==> src/rtl/serial_cmp_sequencer.sv <==
// rtl/serial_cmp_sequencer.sv - bit-serial magnitude comparator with valid/ready request and result ports (optional SERIAL_CMP_SIGNED_EN)
module serial_cmp_sequencer #(
    parameter int N = 8
) (
    input  logic         clk,
    input  logic         rst,
    input  logic         req_valid,
    output logic         req_ready,
    input  logic [N-1:0] a,
    input  logic [N-1:0] b,
    input  logic         lt_in,
    input  logic         eq_in,
    output logic         res_valid,
    input  logic         res_ready,
    output logic         lt,
    output logic         eq,
    output logic         gt
);

    localparam int CW = $clog2(N);
    localparam logic [CW-1:0] LAST = CW'(N - 1);

    typedef enum logic [1:0] {
        IDLE = 2'd0,
        RUN  = 2'd1,
        DONE = 2'd2
    } state_t;

    state_t        state;
    state_t        state_nxt;
    logic [N-1:0]  sa;
    logic [N-1:0]  sb;
    logic [CW-1:0] cnt;
    logic          lt_acc;
    logic          eq_acc;
    logic          lt_step;
    logic          eq_step;
    logic          last_bit;
    logic          ai;
    logic          bi;

    assign last_bit = (cnt == LAST);
    assign ai       = sa[0];
    assign bi       = sb[0];

    // One-bit compare cell: a differing bit overrides everything below it
    always_comb begin
        lt_step = lt_acc;
        eq_step = eq_acc;
        if (ai != bi) begin
            eq_step = 1'b0;
`ifdef SERIAL_CMP_SIGNED_EN
            // On the sign bit a set A bit means A is negative, hence smaller
            lt_step = last_bit ? ai : bi;
`else
            lt_step = bi;
`endif
        end
    end

    // State register
    always_ff @(posedge clk) begin
        if (rst) begin
            state <= IDLE;
        end else begin
            state <= state_nxt;
        end
    end

    // Next-state logic
    always_comb begin
        state_nxt = state;
        case (state)
            IDLE:    if (req_valid) state_nxt = RUN;
            RUN:     if (last_bit) state_nxt = DONE;
            DONE:    if (res_ready) state_nxt = IDLE;
            default: state_nxt = IDLE;
        endcase
    end

    // Handshake outputs decoded from the state
    always_comb begin
        req_ready = (state == IDLE);
        res_valid = (state == DONE);
    end

    // Operand shift registers, bit counter, accumulators and result registers
    always_ff @(posedge clk) begin
        if (rst) begin
            sa     <= '0;
            sb     <= '0;
            cnt    <= '0;
            lt_acc <= 1'b0;
            eq_acc <= 1'b0;
            lt     <= 1'b0;
            eq     <= 1'b0;
            gt     <= 1'b0;
        end else begin
            case (state)
                IDLE: begin
                    if (req_valid) begin
                        sa     <= a;
                        sb     <= b;
                        cnt    <= '0;
                        lt_acc <= lt_in;
                        // An illegal lt_in=eq_in=1 resolves to lt
                        eq_acc <= eq_in & ~lt_in;
                    end
                end
                RUN: begin
                    sa     <= sa >> 1;
                    sb     <= sb >> 1;
                    lt_acc <= lt_step;
                    eq_acc <= eq_step;
                    if (last_bit) begin
                        lt <= lt_step;
                        eq <= eq_step;
                        gt <= ~lt_step & ~eq_step;
                    end else begin
                        cnt <= cnt + CW'(1);
                    end
                end
                default: ;
            endcase
        end
    end

endmodule

==> config.mk <==
export PLATFORM = sky130hd
export DESIGN_NAME = serial_cmp_sequencer
export DESIGN_NICKNAME = d
export VERILOG_FILES = /design/src/rtl/serial_cmp_sequencer.sv
export SDC_FILE = /design/constraint.sdc
export NUM_CORES = 1
export LEC_CHECK = 0
export CORE_UTILIZATION = 60
export CTS_CLUSTER_SIZE = 24
export DETAILED_ROUTE_END_ITERATION = 16
export DONT_BUFFER_PORTS = 1
export PLACE_DENSITY_LB_ADDON = 0.12
export SETUP_SLACK_MARGIN = 0.05
export SYNTH_ARGS = -nofsm -noshare
export SYNTH_HDL_FRONTEND = slang
export SYNTH_SLANG_ARGS = --single-unit
==> constraint.sdc <==
create_clock -name clk -period 2 [get_ports clk]
set_input_delay 0.3 -clock clk [delete_from_list [all_inputs] [get_ports clk]]
set_output_delay 0.3 -clock clk [all_outputs]
set_load 0.1 [all_outputs]
; ---- Yosys cells after proc, flatten, opt, wreduce, memory -nomap -nowiden
; Index checks and enable logic that the tools add are counted.
; W data, S select, Z words.
[totals]
ff_bits = 26
inputBits = 22
out_inout_bits = 5
wordCells = 46
[classes]
n_addsub = 1
eq_ne = 8
mux = 17
bitwise = 5
reduce_logical = 6
[ops]
columns = op, count
row1 = $pmux W8 S2, 2
row2 = $mux W8, 2
row3 = $mux W2, 3
row4 = $mux W3, 2
row5 = $ne A2 B2 Y1 const B, 3
row6 = $pmux W2 S3, 1
row7 = $pmux W3 S2, 1
row8 = $reduce_and A3 Y1, 2
row9 = $mux W1, 4
row10 = $pmux W1 S2, 2
row11 = $reduce_and A2 Y1, 2
row12 = $add A3 B1 Y3 const B, 1
row13 = $eq A3 B3 Y1 const B, 1
row14 = $not A1 Y1, 3
row15 = $and A1 B1 Y1, 2
row16 = $eq A2 B1 Y1 const B, 1
row17 = $eq A2 B2 Y1 const B, 1
row18 = $logic_not A2 Y1, 1
row19 = $ne A2 B1 Y1 const B, 1
row20 = $reduce_bool A2 Y1, 1
row21 = $ne A1 B1 Y1, 1

; ---- Logic depth before layout (Yosys ltp)
; Gate-level depths: netlist of the first run.
[logic_depth]
depth_word = 4
ltp_mapped = 6
ltp_nobuf = 5

; ---- Worst setup path before layout of the first run
; No wires, ideal clock.
[synth_timing]
kind = register to register
from = register state[0]
to = register sa[7]
setup_ns = 0.070
t_arrival_ns = 2.108
required_time_ns = 1.930
setup_slack_ns = -0.178
path_stages_with_launch = 5
path_buffers = 1
synth_period_minus_slack_ns = 2.178
cell_sequence = dfxtp_1 -> buf_2 -> nor2_1 -> a32oi_1 -> nor2_1
[synth_between]
elab_chain_cells = 3
word_cells_on_any_way = 6
classes_between = eq/ne (2) / mux (1) / reduce/logical (3)
[synth_lines]
columns = item, line
row1 = from (decl), 29  ; state_t state;
row2 = from (signal assigned), 66  ; state <= state_nxt;
row3 = $logic_not A2 Y1 *, --
row4 = net req_ready, 8  ; output logic req_ready,
row5 = $ne A2 B2 Y1 (no source line) / $reduce_bool A2 Y1 (equally long branches), --
row6 = $reduce_and A2 Y1 (no source line), --
row7 = to (signal assigned), 111  ; sa <= sa >> 1;
row8 = to (decl), 31  ; logic [N-1:0] sa;
; Mark *: on every way through the listed nets, which the timed path passes. The rest lies on a longest branch.
; A chain may end at the register's enable or synchronous reset.

; ---- Worst setup path after layout of the first run
[layout_timing]
from = register state[1]
to = output port res_valid
[layout_between]
elab_chain_cells = 1
[layout_lines]
columns = item, line
row1 = $eq A2 B2 Y1, 84  ; res_valid = (state == DONE);
row2 = to (decl), 13  ; output logic res_valid,
; No other way between the ends.

==> results.py, run 1 <==
metrics = {
    "global_route": {
        "grt_max_degree": 32,
        "antenna_found_initial": 0,
        "grt_pass1_vias": 764,
        "grt_pass1_wl_um": 3310,
        "overflow": 0,
        "track_usage": 0.221,
    },
    "worst_hold_path": {
        "hp-class": "input port to flip-flop",
        "whs_path_depth": 1,
        "hp-start": "rst",
    },
    "die": {
        "coreArea_um2": 1800,
        "die-area_um2": 2200,
        "die_h_um": 47.0,
        "rows": 15,
        "start_util": 0.673,
        "ioPinCount": 27,
        "dieWidth_um": 47.0,
    },
    "synthesis": {
        "synth.most_common_cell": "dfxtp_1",
        "synth.top_cells.by_area": "dfxtp_1, mux2i_1, a211oi_1, nor2_1, nand2b_1",
        "synth_edf_count": 0,
        "synth_area_um2": 1210,
        "yosysTopAreaCell": "dfxtp_1",
        "synth_nets": 153,
        "yosysTopAreaCellShare": 0.429,
        "synth_common_cells": "dfxtp_1, nor2_1, a211oi_1",
        "synth.distinct_cells": 27,
        "syn_avg_cell_area_um2": 9.40,
        "ys_seq_area_frac": 0.429,
        "ys_seq_elements": 26,
        "synth_ff_type": "dfxtp_1",
        "yosysWarnings": 0,
        "syn_inst": 129,
        "async_reset_ff_frac": 0,
    },
    "routing": {
        "wire_per_inst_um": 13.4,
        "drt-initial-drc-count": 4,
        "ant_nets": 0,
        "via_count": 882,
        "vias_per_cell": 5.76,
        "wl_um": 2050,
        "route.detailed.drc": 0,
        "firstDrtPassIters": 4,
    },
    "timing": {
        "tightest_slew_ns": 0.563,
        "post-route-period-util": 0.796,
        "hold_viol": 0,
        "grt_setup_unrepaired": "no",
        "fmax_mhz": 628,
        "relSlewSlack": 0.625,
        "setup-violations-final": 0,
        "postLayoutSetupSlackWorst_ns": 0.408,
        "finClkSkew_ns": 0.00564,
        "period_needed_ns": 1.59,
        "slew_violations": 0,
        "tns_ns": 0,
    },
    "power": {
        "vdd_ir_drop_max_mv": 0.538,
        "static-leakage-power_nw": 0.517,
        "power_density_nw_per_um2": 752,
        "power.internal_mw": 0.686,
        "power.share.sequential": 0.624,
        "pwr-share-clk": 0.230,
        "combPwrFrac": 0.145,
        "p_sw_frac": 0.265,
        "p_switching_mw": 0.247,
    },
    "cells_and_area": {
        "synthToLayoutAreaGrowth_pct": 2.27,
        "fin_nets": 154,
        "antenna_cells": 0,
        "drive_gt1_frac": 0.0938,
        "final.fill_count": 149,
    },
    "worst_setup_path": {
        "reg2reg_depth": 3,
        "critPathRequiredTime_ns": 1.70,
        "timing.critical_path.buf_inv": 1,
        "slowest_stage": "dfxtp_1",
        "start_kind": "flip-flop",
        "arrival_ns": 1.29,
        "crit_fanout": 9,
        "endpoint_kind": "output port",
        "path_class": "flip-flop to output port",
        "cp_top_family": "flip-flops",
        "crit_chain": "nor2b_2, buf_4",
        "r2r_slack_ns": 0.43,
        "rr_endpoint": "eq_acc$_SDFFE_PP0P_",
        "cp_slowest_stage_delay_ns": 0.49,
        "reg2reg_from": "state[0]$_SDFFE_PP0P_",
        "path_depth": 2,
        "endpoint": "res_valid",
        "startpoint": "state[1]$_SDFFE_PP0P_",
    },
    "placed_design": {
        "io_buffers": 0,
        "hpwl_um": 1470,
        "gp_congestion": 0.742,
        "dpl_worst_slack_ns": 0.441,
    },
    "clocking": {
        "cts.clk_slew.worst_paths_ns": 0.13,
        "cts_buffers": 3,
        "clock_latency_ns": 0.32,
        "cts_max_path_buffers": 2,
        "cts-root-buf": "clkbuf_4",
        "cts_tree": "yes",
        "postCtsSetupRepairBufs": 0,
        "cts_resized": 0,
        "holdBufCountCts": 0,
        "htreeDepth": 1,
        "cts_sinks": 26,
    },
    "flow_run": {
        "max_cap_violations": 0,
    },
    "outcome": {
        "status": "finished clean",
    },
}
==> cell usage in the layout, fill, tap and decap left out, drive strengths merged, types with 2 or more instances in the layout <==
cell	Yosys	layout
a211oi	15	15
a21oi	5	5
a311oi	2	2
a32oi	2	2
buf	4	5
clkbuf	5	3
dfxtp	26	26
ha	2	2
mux2i	14	14
nand2	7	7
nand2b	8	8
nand3b	2	2
nor2	22	22
nor2b	3	3
o21ai	2	2
==> sequential cells by signal, summed over array words and instances, names as in the netlist <==
| name | flops |
|---|---|
| state | 2 |
| eq_acc | 1 |
| cnt | 3 |
| sb | 8 |
| gt | 1 |
| sa | 8 |
| lt | 1 |
| lt_acc | 1 |
| eq | 1 |
==> per-layer routing <==
metal  wire length, um  track usage  up-vias  share of wire
met3                99       0.0731        5          0.048
li1                  -            -      461              -
met5                 0            0        -              0
met4                43        0.103        0          0.021
met2               977        0.342       19           0.48
met1               928        0.280      397           0.45
==> power by group through the flow <==
stage | combinational [mW] | clock (mW) | sequential, mW
6_report | 0.135 | 0.215 | 0.582
5_1_grt | 0.152 | 0.236 | 0.589
4_1_cts | 0.137 | 0.222 | 0.582
3_5_place_dp | 0.136 | 0 | 0.594
3_3_place_gp | 0.132 | 0 | 0.592
2_1_floorplan | 0.147 | 0 | 0.584
==> final cells by class <==
class                      count  area, um^2  area share
timing repair buffer           5        37.5      0.0303
inverter                       1        3.75     0.00303
tap                           25        31.3      0.0252
clock buffer                   3        22.5      0.0182
multi-input combinational     93         624       0.504
sequential                    26         520       0.420
==> worst min-delay path by stage <==
| stage | endpoint | slack [ns] |
|---|---|---|
| global route | eq$_SDFFE_PP0P_ | 0.01 |
| global placement | state[1]$_SDFFE_PP0P_ | 0.37 |
| finish | gt$_SDFFE_PP0P_ | 0.02 |
| floorplan | sa[7]$_SDFFE_PP0P_ | 0.45 |
| detailed placement | gt$_SDFFE_PP0P_ | 0.37 |
| CTS | state[0]$_SDFFE_PP0P_ | 0.02 |
==> stage by stage <==
stage	utilization	hold slack (ns)	std cells	power, mW	cell area [um^2]
floorplan	-	0.453	129	0.730	1220
global placement	0.676	0.372	150	0.724	1220
detailed placement	0.676	0.374	150	0.731	1220
CTS	0.688	0.0208	153	0.941	1240
global route	0.688	0.0103	153	0.976	1240
finish	0.688	0.0249	153	0.933	1240
==> kinds of logic after synthesis <==
kind of cell / synth area share
simple gates: 0.190
compound gates: 0.185
flops: 0.429
mux: 0.116
buf+inv: 0.0599
fa+ha+maj: 0.0206
==> worst reg2reg max path: stages, from the launching register on <==
cell and delay, ns:
dfxtp_1 0.55, nand2b_2 0.37, nand4bb_1 0.32, a311oi_1 0.25
Power figures use the tool's default switching activity.
==> run 2: changes to the inputs <==
==> constraint.sdc (replaced) <==
create_clock -name clk -period 1.63 [get_ports clk]
set_input_delay 0.2445 -clock clk [delete_from_list [all_inputs] [get_ports clk]]
set_output_delay 0.2445 -clock clk [all_outputs]
set_load 0.1 [all_outputs]
==> results.py, run 2 (same netlist as run 1, synthesis figures left out) <==
metrics = {
    "outcome": {
        "status": "finished clean",
    },
    "clocking": {
        "postCtsSetupRepairBufs": 0,
        "cts_tree": "yes",
        "cts_max_path_buffers": 2,
        "cts_sinks": 26,
        "cts_buffers": 3,
        "htreeDepth": 1,
        "clock_latency_ns": 0.33,
        "cts-root-buf": "clkbuf_4",
        "cts.clk_slew.worst_paths_ns": 0.14,
    },
    "timing": {
        "finClkSkew_ns": 0.00372,
        "postLayoutSetupSlackWorst_ns": 0.132,
        "slew_violations": 0,
        "tns_ns": 0,
        "hold_viol": 0,
        "fmax_mhz": 668,
        "relSlewSlack": 0.418,
        "period_needed_ns": 1.50,
        "post-route-period-util": 0.919,
        "setup-violations-final": 0,
        "grt_setup_unrepaired": "no",
        "fin_hold_ws_ns": 0.0740,
        "tightest_slew_ns": 0.870,
    },
    "global_route": {
        "grt_max_degree": 32,
        "grtUsageMet3": 0.0346,
        "grt_pass1_wl_um": 3440,
        "track_usage": 0.222,
        "antenna_found_initial": 0,
        "top_usage_layer": "met2",
        "grt_use_met1": 0.255,
        "overflow": 0,
        "grt_pass1_vias": 846,
        "met2_usage": 0.403,
    },
    "placed_design": {
        "hpwl_um": 1590,
        "gp_congestion": 0.814,
        "io_buffers": 0,
        "dpl_worst_slack_ns": 0.157,
        "dpl-instance-area_um2": 1250,
    },
    "routing": {
        "wl_um": 2330,
        "via_count": 920,
        "ant_nets": 0,
        "firstDrtPassIters": 4,
        "vias_per_cell": 5.82,
        "wire_per_inst_um": 14.8,
        "route.detailed.drc": 0,
        "drt-initial-drc-count": 12,
    },
    "worst_setup_path": {
        "r2r_slack_ns": 0.19,
        "path_class": "flip-flop to output port",
        "crit_fanout": 10,
        "endpoint_kind": "output port",
        "critPathRequiredTime_ns": 1.39,
        "reg2reg_depth": 4,
        "start_kind": "flip-flop",
        "arrival_ns": 1.25,
    },
    "power": {
        "vdd_ir_drop_max_mv": 1.06,
        "power_density_nw_per_um2": 1020,
        "finalPower_mw": 1.36,
        "static-leakage-power_nw": 0.557,
    },
    "flow_run": {
        "max_cap_violations": 0,
    },
    "cells_and_area": {
        "fin_nets": 158,
        "final_cell_mix": "dfxtp_1, nor2_1, a211oi_1",
        "synthToLayoutAreaGrowth_pct": 9.39,
        "drive_gt1_frac": 0.135,
        "stdcell_area_um2": 1330,
        "final.fill_count": 149,
        "reg.largest.list": "sa x8, sb x8, cnt x3",
        "antenna_cells": 0,
        "layout_commonest_cell": "dfxtp_1",
    },
    "worst_hold_path": {
        "hp-class": "input port to flip-flop",
        "whs_path_depth": 2,
    },
    "die": {
        "dieWidth_um": 47.0,
        "start_util": 0.673,
        "rows": 15,
        "die_h_um": 47.0,
        "die-area_um2": 2200,
        "ioPinCount": 27,
        "coreArea_um2": 1800,
    },
}
-- run 2: cell count changes in the layout (fill, tap and decap cells not counted) --
| cell | before | now |
|---|---|---|
| nor4b_2 | 0 | 1 |
| dfxtp_2 | 0 | 1 |
| dfxtp_1 | 26 | 25 |
| buf_4 | 5 | 6 |
| buf_6 | 0 | 1 |
| bufinv_16 | 0 | 1 |
| dlygate4sd3_1 | 0 | 1 |
| nor4b_1 | 1 | 0 |
| buf_12 | 0 | 1 |
-- run 2: through the flow --
stage          std cells  utilization
2_1_floorplan        129            -
3_3_place_gp         153        0.695
3_5_place_dp         153        0.695
4_1_cts              158        0.732
5_1_grt              158        0.736
6_report             158        0.736
-- run 2: cell type report --
cell class | count | area [um^2] | share of cell area
multi-input cells | 93 | 631 | 0.475
inverters | 1 | 3.75 | 0.00283
clock buffers | 3 | 22.5 | 0.0170
well taps | 25 | 31.3 | 0.0236
repair buffers | 9 | 86.3 | 0.0651
flip-flops and latches | 26 | 522 | 0.393
clock inverters | 1 | 30.0 | 0.0226
-- run 2: power by group --
group / total (mW) / internal (mW) / switching, mW / leakage, nW
Clock: 0.447 / 0.249 / 0.198 / 0.0279
Combinational: 0.193 / 0.0873 / 0.106 / 0.314
Sequential: 0.716 / 0.681 / 0.0347 / 0.215
Total: 1.36 / 1.02 / 0.339 / 0.557
-- run 2: final timing paths --
path	from	endpoint
max	state[0]$_SDFFE_PP0P_	req_ready
min	res_ready	state[1]$_SDFFE_PP0P_
max reg2reg	state[0]$_SDFFE_PP0P_	sb[0]$_SDFFE_PP0P_
min reg2reg	sa[3]$_SDFFE_PP0P_	sa[3]$_SDFFE_PP0P_
-- run 2: critical path, cell delays in order (launching register included) --
cell     delay, ns
dfxtp_1       0.44
nor2_2        0.17
buf_4         0.31
-- run 2: routing by layer --
metal	vias to the layer above	routed length, um
li1	474	-
met1	414	1060
met2	23	1120
met3	9	82
met4	0	65
met5	-	0
-- run 2: what timing repair did --
action,in CTS,in global routing
hold buffers,1,0
gates resized for setup,1,2
hold endpoints to repair,24,0
setup endpoints to repair,1,4
==> run 3: changes to the inputs <==
--- a/config.mk
+++ b/config.mk
@@ -5,10 +5,12 @@
 export SDC_FILE = /design/constraint.sdc
 export NUM_CORES = 1
 export LEC_CHECK = 0
+export CORE_MARGIN = 8
 export CORE_UTILIZATION = 60
 export CTS_CLUSTER_SIZE = 24
 export DETAILED_ROUTE_END_ITERATION = 16
 export DONT_BUFFER_PORTS = 1
+export GPL_ROUTABILITY_DRIVEN = 1
 export PLACE_DENSITY_LB_ADDON = 0.12
 export SETUP_SLACK_MARGIN = 0.05
 export SYNTH_ARGS = -nofsm -noshare
==> results.py, run 3 (same netlist as run 1, synthesis figures left out) <==
metrics = {
    "cells_and_area": {
        "reg.largest.list": "sa x8, sb x8, cnt x3",
        "drive_gt1_frac": 0.129,
        "stdcell_area_um2": 1290,
        "fin_nets": 158,
        "synthToLayoutAreaGrowth_pct": 6.81,
        "fin_util": 0.667,
        "layout_commonest_cell": "dfxtp_1",
        "antenna_cells": 0,
        "final_cell_mix": "dfxtp_1, nor2_1, a211oi_1",
    },
    "clocking": {
        "cts_max_path_buffers": 2,
        "cts.clk_slew.worst_paths_ns": 0.13,
        "cts_tree": "yes",
        "htreeDepth": 1,
        "cts-root-buf": "clkbuf_4",
        "postCtsSetupRepairBufs": 0,
        "clock_latency_ns": 0.31,
        "cts_sinks": 26,
        "cts_buffers": 3,
    },
    "worst_setup_path": {
        "arrival_ns": 1.22,
        "reg2reg_from": "state[0]$_SDFFE_PP0P_",
        "crit_fanout": 10,
        "crit_chain": "nor2_2, buf_4",
        "critPathRequiredTime_ns": 1.39,
        "start_kind": "flip-flop",
        "slowest_stage": "dfxtp_1",
        "path_class": "flip-flop to output port",
        "endpoint_kind": "output port",
        "startpoint": "state[0]$_SDFFE_PP0P_",
        "r2r_slack_ns": 0.17,
        "cp_slowest_stage_delay_ns": 0.43,
    },
    "placed_design": {
        "hpwl_um": 1660,
        "io_buffers": 0,
        "dpl-instance-area_um2": 1250,
        "gp_congestion": 0.745,
    },
    "die": {
        "start_util": 0.624,
        "coreArea_um2": 1940,
        "dieWidth_um": 61.0,
        "rows": 16,
        "die_h_um": 61.0,
        "ioPinCount": 27,
        "die-area_um2": 3710,
    },
    "timing": {
        "hold_viol": 0,
        "post-route-period-util": 0.901,
        "tightest_slew_ns": 0.845,
        "fmax_mhz": 681,
        "slew_violations": 0,
        "relSlewSlack": 0.435,
        "finClkSkew_ns": 0.00145,
        "fin_hold_ws_ns": 0.0236,
        "setup-violations-final": 0,
        "grt_setup_unrepaired": "no",
        "period_needed_ns": 1.47,
    },
    "worst_hold_path": {
        "hp-class": "input port to flip-flop",
        "hp-start": "rst",
    },
    "global_route": {
        "grt_pass1_vias": 854,
        "overflow": 0,
        "antenna_found_initial": 0,
        "grt_pass1_wl_um": 3690,
        "grt_max_degree": 24,
        "track_usage": 0.130,
    },
    "outcome": {
        "status": "finished clean",
    },
    "power": {
        "power_density_nw_per_um2": 901,
        "static-leakage-power_nw": 0.542,
        "vdd_ir_drop_max_mv": 0.703,
    },
    "routing": {
        "firstDrtPassIters": 4,
        "wl_um": 2270,
        "route.detailed.drc": 0,
        "wire_per_inst_um": 14.3,
        "ant_nets": 0,
        "via_count": 891,
        "vias_per_cell": 5.60,
        "drt-initial-drc-count": 11,
    },
    "flow_run": {
        "max_cap_violations": 0,
    },
}
## run 3: path summary, 6_finish.rpt
path,end,depth (start not counted)
worst max-delay path,req_ready,2
worst min-delay path,cnt[0]$_SDFFE_PP0P_,1
worst max register to register,sa[0]$_SDFFE_PP0P_,4
worst min register to register,cnt[2]$_SDFFE_PP0P_,2
## run 3: per-layer routing
layer | part of all wire | vias up | track usage | routed length [um]
li1 | - | 474 | - | -
met1 | 0.46 | 401 | 0.149 | 1030
met2 | 0.47 | 14 | 0.216 | 1060
met3 | 0.068 | 2 | 0.0508 | 155
met4 | 0.0066 | 0 | 0.0399 | 15
met5 | 0 | - | 0 | 0
## run 3: worst max-delay path, delay by kind of cell (launching register included)
kind	cells	cell delay, ns
DFF	1	0.43
and+or+nand+nor	1	0.17
buffers and inverters	1	0.31
## run 3: layout make-up
cell class	count	area (um^2)
clock buffer	3	22.5
fill	179	647
inverter	1	3.75
multi-input combinational	93	631
sequential	26	522
tap	27	33.8
timing repair buffer	9	82.6
## run 3: repair_timing
item / CTS / global route
endpoints found under the setup margin: 0 / 4
endpoints found under the hold margin: 23 / 0
hold buffers: 1 / 0
gates resized for setup: 0 / 2
## run 3: per-stage QoR
stage                     setup WS, ns  setup TNS, ns  instances  total power, mW
after floorplan               -0.00971        -0.0194        129            0.896
after global placement           0.205              0        155            0.902
after detailed placement         0.196              0        155            0.912
after CTS                       0.0904              0        159             1.18
after global routing            0.0504              0        159             1.22
final                            0.162              0        159             1.17
## run 3: power breakdown
part	internal (mW)	leakage [nW]	switching (mW)	total, mW
logic	0.0872	0.314	0.105	0.193
registers	0.681	0.215	0.0331	0.714
clock network	0.0862	0.0138	0.173	0.260
total	0.855	0.542	0.312	1.17
